$ cat src/rtl/uart_cmd_wrapper.sv
// Remote command link endpoint: assembles two 8N1 UART bytes (high first) into a
// 16-bit command with a ready/clear handshake, and serialises an 8-bit response.
module uart_cmd_wrapper #(
    parameter int BAUD_DIV = 5208,
    parameter int BYTE_TMO = 32
) (
    input  logic        clk,
    input  logic        rst_n,
    input  logic        RX,
    output logic        TX,
    output logic [15:0] cmd,
    output logic        cmd_rdy,
    input  logic        clr_cmd_rdy,
    input  logic [7:0]  resp,
    input  logic        trmt,
    output logic        tx_done
);
    localparam int CW      = $clog2(BAUD_DIV);
    localparam int TMO_CYC = BYTE_TMO * BAUD_DIV;
    localparam int TW      = $clog2(TMO_CYC);
    localparam logic [CW-1:0] L_BIT_END  = CW'(BAUD_DIV - 1);
    localparam logic [CW-1:0] L_HALF_END = CW'(BAUD_DIV / 2 - 1);
    localparam logic [TW-1:0] L_TMO_END  = TW'(TMO_CYC - 1);

    typedef enum logic [1:0] {RX_IDLE, RX_START, RX_DATA, RX_STOP} rx_state_t;
    typedef enum logic {AS_HIGH, AS_LOW} as_state_t;
    typedef enum logic {TX_IDLE, TX_XMIT} tx_state_t;

    // ---------------- RX bit engine ----------------
    logic            r_rx_ff1, r_rx_sync, r_rx_prev;
    rx_state_t       r_rx_state, w_rx_next;
    logic [CW-1:0]   r_rx_cnt;
    logic [2:0]      r_rx_bit;
    logic [7:0]      r_rx_shift;
    logic            w_rx_cnt_clr, w_rx_sample, w_byte_stb, w_frm_err;

    always_comb begin
        w_rx_next    = r_rx_state;
        w_rx_cnt_clr = 1'b0;
        w_rx_sample  = 1'b0;
        w_byte_stb   = 1'b0;
        w_frm_err    = 1'b0;
        case (r_rx_state)
            RX_IDLE: begin
                if (r_rx_prev && !r_rx_sync) begin
                    w_rx_next    = RX_START;
                    w_rx_cnt_clr = 1'b1;
                end
            end
            RX_START: begin
                if (r_rx_cnt == L_HALF_END) begin
                    w_rx_cnt_clr = 1'b1;
                    w_rx_next    = r_rx_sync ? RX_IDLE : RX_DATA;
                end
            end
            RX_DATA: begin
                if (r_rx_cnt == L_BIT_END) begin
                    w_rx_cnt_clr = 1'b1;
                    w_rx_sample  = 1'b1;
                    if (r_rx_bit == 3'd7)
                        w_rx_next = RX_STOP;
                end
            end
            RX_STOP: begin
                if (r_rx_cnt == L_BIT_END) begin
                    w_rx_next  = RX_IDLE;
                    w_byte_stb = r_rx_sync;
                    w_frm_err  = !r_rx_sync;
                end
            end
            default: w_rx_next = RX_IDLE;
        endcase
    end

    always_ff @(posedge clk or negedge rst_n) begin
        if (!rst_n) begin
            r_rx_ff1   <= 1'b1;
            r_rx_sync  <= 1'b1;
            r_rx_prev  <= 1'b1;
            r_rx_state <= RX_IDLE;
            r_rx_cnt   <= '0;
            r_rx_bit   <= '0;
            r_rx_shift <= '0;
        end else begin
            r_rx_ff1   <= RX;
            r_rx_sync  <= r_rx_ff1;
            r_rx_prev  <= r_rx_sync;
            r_rx_state <= w_rx_next;
            r_rx_cnt   <= w_rx_cnt_clr ? '0 : r_rx_cnt + CW'(1);
            if (w_rx_sample)
                r_rx_shift <= {r_rx_sync, r_rx_shift[7:1]};
            if (r_rx_state != RX_DATA)
                r_rx_bit <= '0;
            else if (w_rx_sample)
                r_rx_bit <= r_rx_bit + 3'd1;
        end
    end

    // ---------------- command assembler ----------------
    as_state_t       r_as_state, w_as_next;
    logic [TW-1:0]   r_tmo_cnt;
    logic            w_tmo_clr;
    logic [15:0]     r_cmd;
    logic            r_cmd_rdy, r_hi_pend;

    always_comb begin
        w_as_next = r_as_state;
        w_tmo_clr = 1'b0;
        case (r_as_state)
            AS_HIGH: begin
                if (w_byte_stb) begin
                    w_as_next = AS_LOW;
                    w_tmo_clr = 1'b1;
                end
            end
            AS_LOW: begin
                if (w_frm_err || w_byte_stb || r_tmo_cnt == L_TMO_END)
                    w_as_next = AS_HIGH;
            end
            default: w_as_next = AS_HIGH;
        endcase
    end

    // The inter-byte timeout only runs while the line is idle, never mid-byte.
    always_ff @(posedge clk or negedge rst_n) begin
        if (!rst_n) begin
            r_as_state <= AS_HIGH;
            r_tmo_cnt  <= '0;
            r_cmd      <= '0;
            r_cmd_rdy  <= 1'b0;
            r_hi_pend  <= 1'b0;
        end else begin
            r_as_state <= w_as_next;
            if (w_tmo_clr)
                r_tmo_cnt <= '0;
            else if (r_as_state == AS_LOW && r_rx_state == RX_IDLE)
                r_tmo_cnt <= r_tmo_cnt + TW'(1);
            r_hi_pend <= 1'b0;
            if (r_as_state == AS_HIGH && w_byte_stb) begin
                if (r_cmd_rdy) begin
                    r_cmd_rdy <= 1'b0;
                    r_hi_pend <= 1'b1;
                end else begin
                    r_cmd[15:8] <= r_rx_shift;
                end
            end else if (r_as_state == AS_LOW && w_byte_stb) begin
                r_cmd[7:0] <= r_rx_shift;
                r_cmd_rdy  <= 1'b1;
            end else if (clr_cmd_rdy) begin
                r_cmd_rdy <= 1'b0;
            end
            // Deferred high-byte write; the shift register is untouched until the next frame's data.
            if (r_hi_pend)
                r_cmd[15:8] <= r_rx_shift;
        end
    end

    assign cmd     = r_cmd;
    assign cmd_rdy = r_cmd_rdy;

    // ---------------- TX serialiser ----------------
    tx_state_t       r_tx_state, w_tx_next;
    logic [CW-1:0]   r_tx_cnt;
    logic [3:0]      r_tx_bit;
    logic [9:0]      r_tx_shift;
    logic            r_tx_done;
    logic            w_tx_load, w_tx_shift, w_tx_end;

    always_comb begin
        w_tx_next  = r_tx_state;
        w_tx_load  = 1'b0;
        w_tx_shift = 1'b0;
        w_tx_end   = 1'b0;
        case (r_tx_state)
            TX_IDLE: begin
                if (trmt) begin
                    w_tx_next = TX_XMIT;
                    w_tx_load = 1'b1;
                end
            end
            TX_XMIT: begin
                if (r_tx_cnt == L_BIT_END) begin
                    if (r_tx_bit == 4'd9) begin
                        w_tx_next = TX_IDLE;
                        w_tx_end  = 1'b1;
                    end else begin
                        w_tx_shift = 1'b1;
                    end
                end
            end
            default: w_tx_next = TX_IDLE;
        endcase
    end

    always_ff @(posedge clk or negedge rst_n) begin
        if (!rst_n) begin
            r_tx_state <= TX_IDLE;
            r_tx_cnt   <= '0;
            r_tx_bit   <= '0;
            r_tx_shift <= '1;
            r_tx_done  <= 1'b0;
        end else begin
            r_tx_state <= w_tx_next;
            if (w_tx_load) begin
                r_tx_shift <= {1'b1, resp, 1'b0};
                r_tx_cnt   <= '0;
                r_tx_bit   <= '0;
                r_tx_done  <= 1'b0;
            end else if (w_tx_shift) begin
                r_tx_shift <= {1'b1, r_tx_shift[9:1]};
                r_tx_cnt   <= '0;
                r_tx_bit   <= r_tx_bit + 4'd1;
            end else if (r_tx_state == TX_XMIT) begin
                r_tx_cnt <= r_tx_cnt + CW'(1);
            end
            if (w_tx_end)
                r_tx_done <= 1'b1;
        end
    end

    assign TX      = (r_tx_state == TX_XMIT) ? r_tx_shift[0] : 1'b1;
    assign tx_done = r_tx_done;

endmodule
$ cat config.mk
export PLATFORM = sky130hd
export DESIGN_NAME = uart_cmd_wrapper
export DESIGN_NICKNAME = d
export VERILOG_FILES = /design/src/rtl/uart_cmd_wrapper.sv
export SDC_FILE = /design/constraint.sdc
export NUM_CORES = 1
export LEC_CHECK = 0
export CAP_MARGIN = 15
export CORE_MARGIN = 8
export CORE_UTILIZATION = 59
export CTS_CLUSTER_DIAMETER = 60
export DETAILED_ROUTE_END_ITERATION = 8
export PLACE_DENSITY = 0.9
export REMOVE_ABC_BUFFERS = 1
export SLEW_MARGIN = 15
export SYNTH_ARGS = -nofsm -noshare
export SYNTH_HDL_FRONTEND = slang
export SYNTH_SLANG_ARGS = --single-unit
$ cat constraint.sdc
create_clock -name clk -period 3 [get_ports clk]
set_clock_uncertainty 0.1 [all_clocks]
set_input_delay 0.45 -clock clk [delete_from_list [all_inputs] [get_ports clk]]
set_output_delay 0.45 -clock clk [all_outputs]
set_load 0.01 [all_outputs]
* After elaboration in Yosys (flattened, before gate mapping) *
Index checks and enable logic that the tools add are counted.

cells by class
  add/subtract/negate cells = 5
  equal/unequal tests = 16
  muxes and demuxes = 53
  bitwise logic cells = 3
  reductions and logical operators = 18

operators with widths
  cell                   count
  $mux 13                4
  $mux 18                2
  $mux 1                 28
  $add 13x1->13 const B  2
  $eq 13x13->1 const B   2
  $mux 8                 3
  $mux 10                2
  $add 18x1->18 const B  1
  $eq 18x18->1 const B   1
  $eq 13x12->1 const B   1
  $mux 2                 6
  $ne 2x2->1 const B     6
  $reduce_bool 2->1      5
  $mux 4                 2
  $pmux 2 s4             1
  $mux 3                 2
  $reduce_bool 3->1      2
  $reduce_and 5->1       1
  $add 4x1->4 const B    1
  $eq 2x2->1 const B     2
  $eq 4x4->1 const B     1
  $logic_and 1x1->1      4
  $pmux 1 s2             2
  $reduce_and 2->1       2
  9 further kinds        12

word-level totals
  register bits after elaboration = 95
  input bits = 13
  output and inout port bits = 19
  word-level logic and storage cells = 113

* Depth between registers and ports, before layout *
  depth after elaboration = 7
  depth in mapped cells = 8
  mapped depth without buffers = 6

* Worst setup path before layout *
No wires, ideal clock.

  kind = reg-to-reg
  from = register r_rx_cnt[0]
  to = register r_cmd[0] (netlist: cmd[0])
  library setup time = 0.125 ns
  arrival time = 1.847 ns
  required time = 2.775 ns
  setup slack = 0.928 ns
  stages on the path, launching flop included = 7
  path buffers = 1
  period minus slack after synthesis = 2.072 ns
  path through = dfrtp_1 ha_1 and4bb_2 nand3_4 or3_1 buf_6 mux2_4

on the way
  word-level cells in the longest chain between the ends = 6
  elaborated cells between the ends (all ways) = 7
  classes of those cells = eq/ne: 1; mux: 2; bitwise: 1; reduce/logical: 3

RTL lines
  element                         line  text
  start, declared                 32    logic [CW-1:0] r_rx_cnt;
  start signal, assigned          89    r_rx_cnt <= w_rx_cnt_clr ? '0 : r_rx_cnt + CW'(1);
  $eq 13x13->1 (*)                65    if (r_rx_cnt == L_BIT_END) begin
  $mux 1 (*)                      65
  $mux 1 (*)                      43    case (r_rx_state)
  $logic_and 1x1->1               139   if (r_as_state == AS_HIGH && w_byte_stb) begin
  $not 1->1 (no line)             -
  $reduce_and 2->1 (no line) (*)  -
  end signal, assigned            147   r_cmd[7:0] <= r_rx_shift;
  end, declared                   103   logic [15:0] r_cmd;

Every way passes the cells marked *; elsewhere a longest branch is shown, timed or not.
A chain may end at the register's enable or synchronous reset.

* Worst setup path in the final report *
Same ends and word-level chain as after synthesis.

==> results.ini <==
[sta]
hold_violations=0
fin_crit_ns=2.42
worst_pin_slew_ns=0.617
rsz0062_at_grt=false
fin_tns_setup_ns=0
slew_violations=0
finalCritPeriodShare_pct=80.8
finalSetupViolCount=0
fmaxAchievable_ghz=0.413
relSlewSlack_pct=58.7

[die]
rows=32
start_util_pct=60.0
core-area_um2=7650
num_io_pins=32
die-area_um2=10900
dieWidth_um=104
die_h_um=104

[logic_synthesis]
muxShareOfSynthArea_pct=7.63
synth-seq-area-share_pct=51.6
ys_top_cells_by_count=dfrtp_1, nor2_1, nand3_1
synth_top_family_by_area=simple AND/OR/NAND/NOR gates
ys.flop_type=dfrtp_1
synthSimpleGateAreaFrac_pct=23.3
yosysMostFrequentCell=dfrtp_1
synth_compound_area_share_pct=7.44
syn_area_um2=4590
async_reset_ff_share_pct=100
synth_edf_count=0
yosys.area.top_type=dfrtp_1
synthCells=422
yosysWarnings=0
synth_top_area_share_pct=44.7
synthAdderAreaFrac_pct=1.91
postSynthAreaPerCell_um2=10.9
ys_types=60
synthTopCellsByArea=dfrtp_1, dfstp_2, nor2_1
yosys_register_bits=94
synthXorXnorAreaFrac_pct=5.73

[clock_tree]
cts.clk_slew.worst_paths_ns=0.10
cts.sinks=94
cts_tree=built
cts.repair.resized=0
cts.hold.buffers_added=1
cts_root_buffer=clkbuf_8
clock_latency_ns=0.36
htree_num_levels=3
postCtsSetupBuffers=0
cts_buffers=9
cts_buffer_depth=2

[global_route]
grt_overflow=0
grt_pass1_wl_um=15500
grt_max_degree=56
grt_pass1_vias=3207
grt_usage_pct=17.0
antenna_found_initial=0

[routing]
firstDrtPassIters=5
ant_nets=0
drtIter0Drc=248
vias=3395
remaining_drc_errors=0
routed_wl_um=8990
wl_per_cell_um=16.1
vias_per_cell=6.07

[pwr]
p_total_mw=2.69
leakage_nw=2.26
power_density_nw_per_um2=518
vdd.ir_drop.worst_uv=282

[cells_and_area]
layout.nets=472
drive_gt1_share_pct=15.5
syn2layout_area_growth_pct=13.0
fillers=532
diodes=0

[status]
status=complete, no violations

[worst_setup_path]
worst_setup_path_start_kind=flip-flop
critPathMaxFanout=10
r2r_start=r_rx_cnt[0]
rr_endpoint=cmd[0]
worstSetupEndpoint=cmd[0]
r2r_cells=5
rrSetupSlack_ns=0.58
critPathKind=reg2reg
arrival_ns=2.57
crit_path_end_kind=flip-flop
worstPathRequired_ns=3.15
cp-startpoint=r_rx_cnt[0]

[placement]
portBuffers=31
gp_congestion=0.786
dp_hpwl_um=6140

[worst_hold_path]
hold_class=reg2reg
min_path_cells=0

[flow_run]
drv_cap=0

## registers in the layout, indices dropped and copies added, names as in the netlist, 3 cells and up, named ones only
name,cells
r_tmo_cnt,18
cmd,16
r_rx_cnt,13
r_tx_cnt,13
r_tx_shift,9
r_rx_shift,8
r_tx_bit,4
r_rx_bit,3
## final cells by class
type                       count  area, µm²  share of cell area (%)
clock buffer                   9        124                    2.39
clock inverter                 7       78.8                    1.52
inverter                       7       26.3                   0.507
multi-input combinational    305       2110                    40.7
sequential                    94       2370                    45.6
tap                          102        128                    2.46
timing repair buffer          35        353                    6.80
## worst max-delay path, stage by stage, from the launching register on
cell and delay [ns]:
dfrtp_1 0.42, ha_1 0.26, and4bb_2 0.34, nand3_4 0.16, or3_1 0.65, mux2_4 0.39
## how the worst min path moves through the flow
stage | startpoint | end | slack, ns
3_5_place_dp | r_rx_ff1 | r_rx_sync | 0.25
3_3_place_gp | r_rx_ff1 | r_rx_sync | 0.25
2_1_floorplan | rst_n | asynchronous set/reset pin | 0.05
5_1_grt | r_rx_ff1 | r_rx_sync | 0.27
4_1_cts | r_rx_ff1 | r_rx_sync | 0.26
6_report | r_rx_ff1 | r_rx_sync | 0.26
## cell usage in the layout (no fill, tap or decap), types with 9 or more instances in the layout
cell             count
nand3_1             30
dfstp_2             12
xnor2_1             16
clkdlybuf4s50_1     30
nand4_1             15
clkbuf_8             9
o21ai_1              9
xor2_1              14
dfrtp_1             82
o21ai_0             14
nand2_1             29
mux2_2              16
nor2_1              50
## through the flow
stage	utilization (%)	setup WS, ns	hold WS (ns)	cells	instance area (µm²)
floorplan	-	0.833	0.0544	406	4500
global placement	65.1	0.737	0.248	542	4970
detailed placement	65.1	0.618	0.249	542	4970
CTS	67.8	0.596	0.263	559	5190
global route	67.8	0.483	0.270	559	5190
finish	67.8	0.577	0.262	559	5190
## metal layers
layer	global-route usage, %	wire, µm	vias to the layer above
met3	2.73	425	19
met2	26.5	4400	110
met4	7.14	182	0
li1	-	-	1595
met5	0	0	-
met1	22.9	3990	1671
## report_power, final
group	internal, mW	switching, mW	leakage (nW)
Clock	0.328	0.496	0.101
Sequential	1.38	0.142	1.23
Combinational	0.165	0.170	0.935
## logic make-up (layout without fill, tap and decap cells)
kind of cell               after synthesis  count (layout)
AOI/OAI and AO/OA                       53              53
DFF                                     94              94
muxes                                   29              29
buffers and inverters                   23              58
xor gates and xnor gates                30              30
adders and majority gates                7               7
and+or+nand+nor                        186             186
Power figures use the tool's default switching activity.
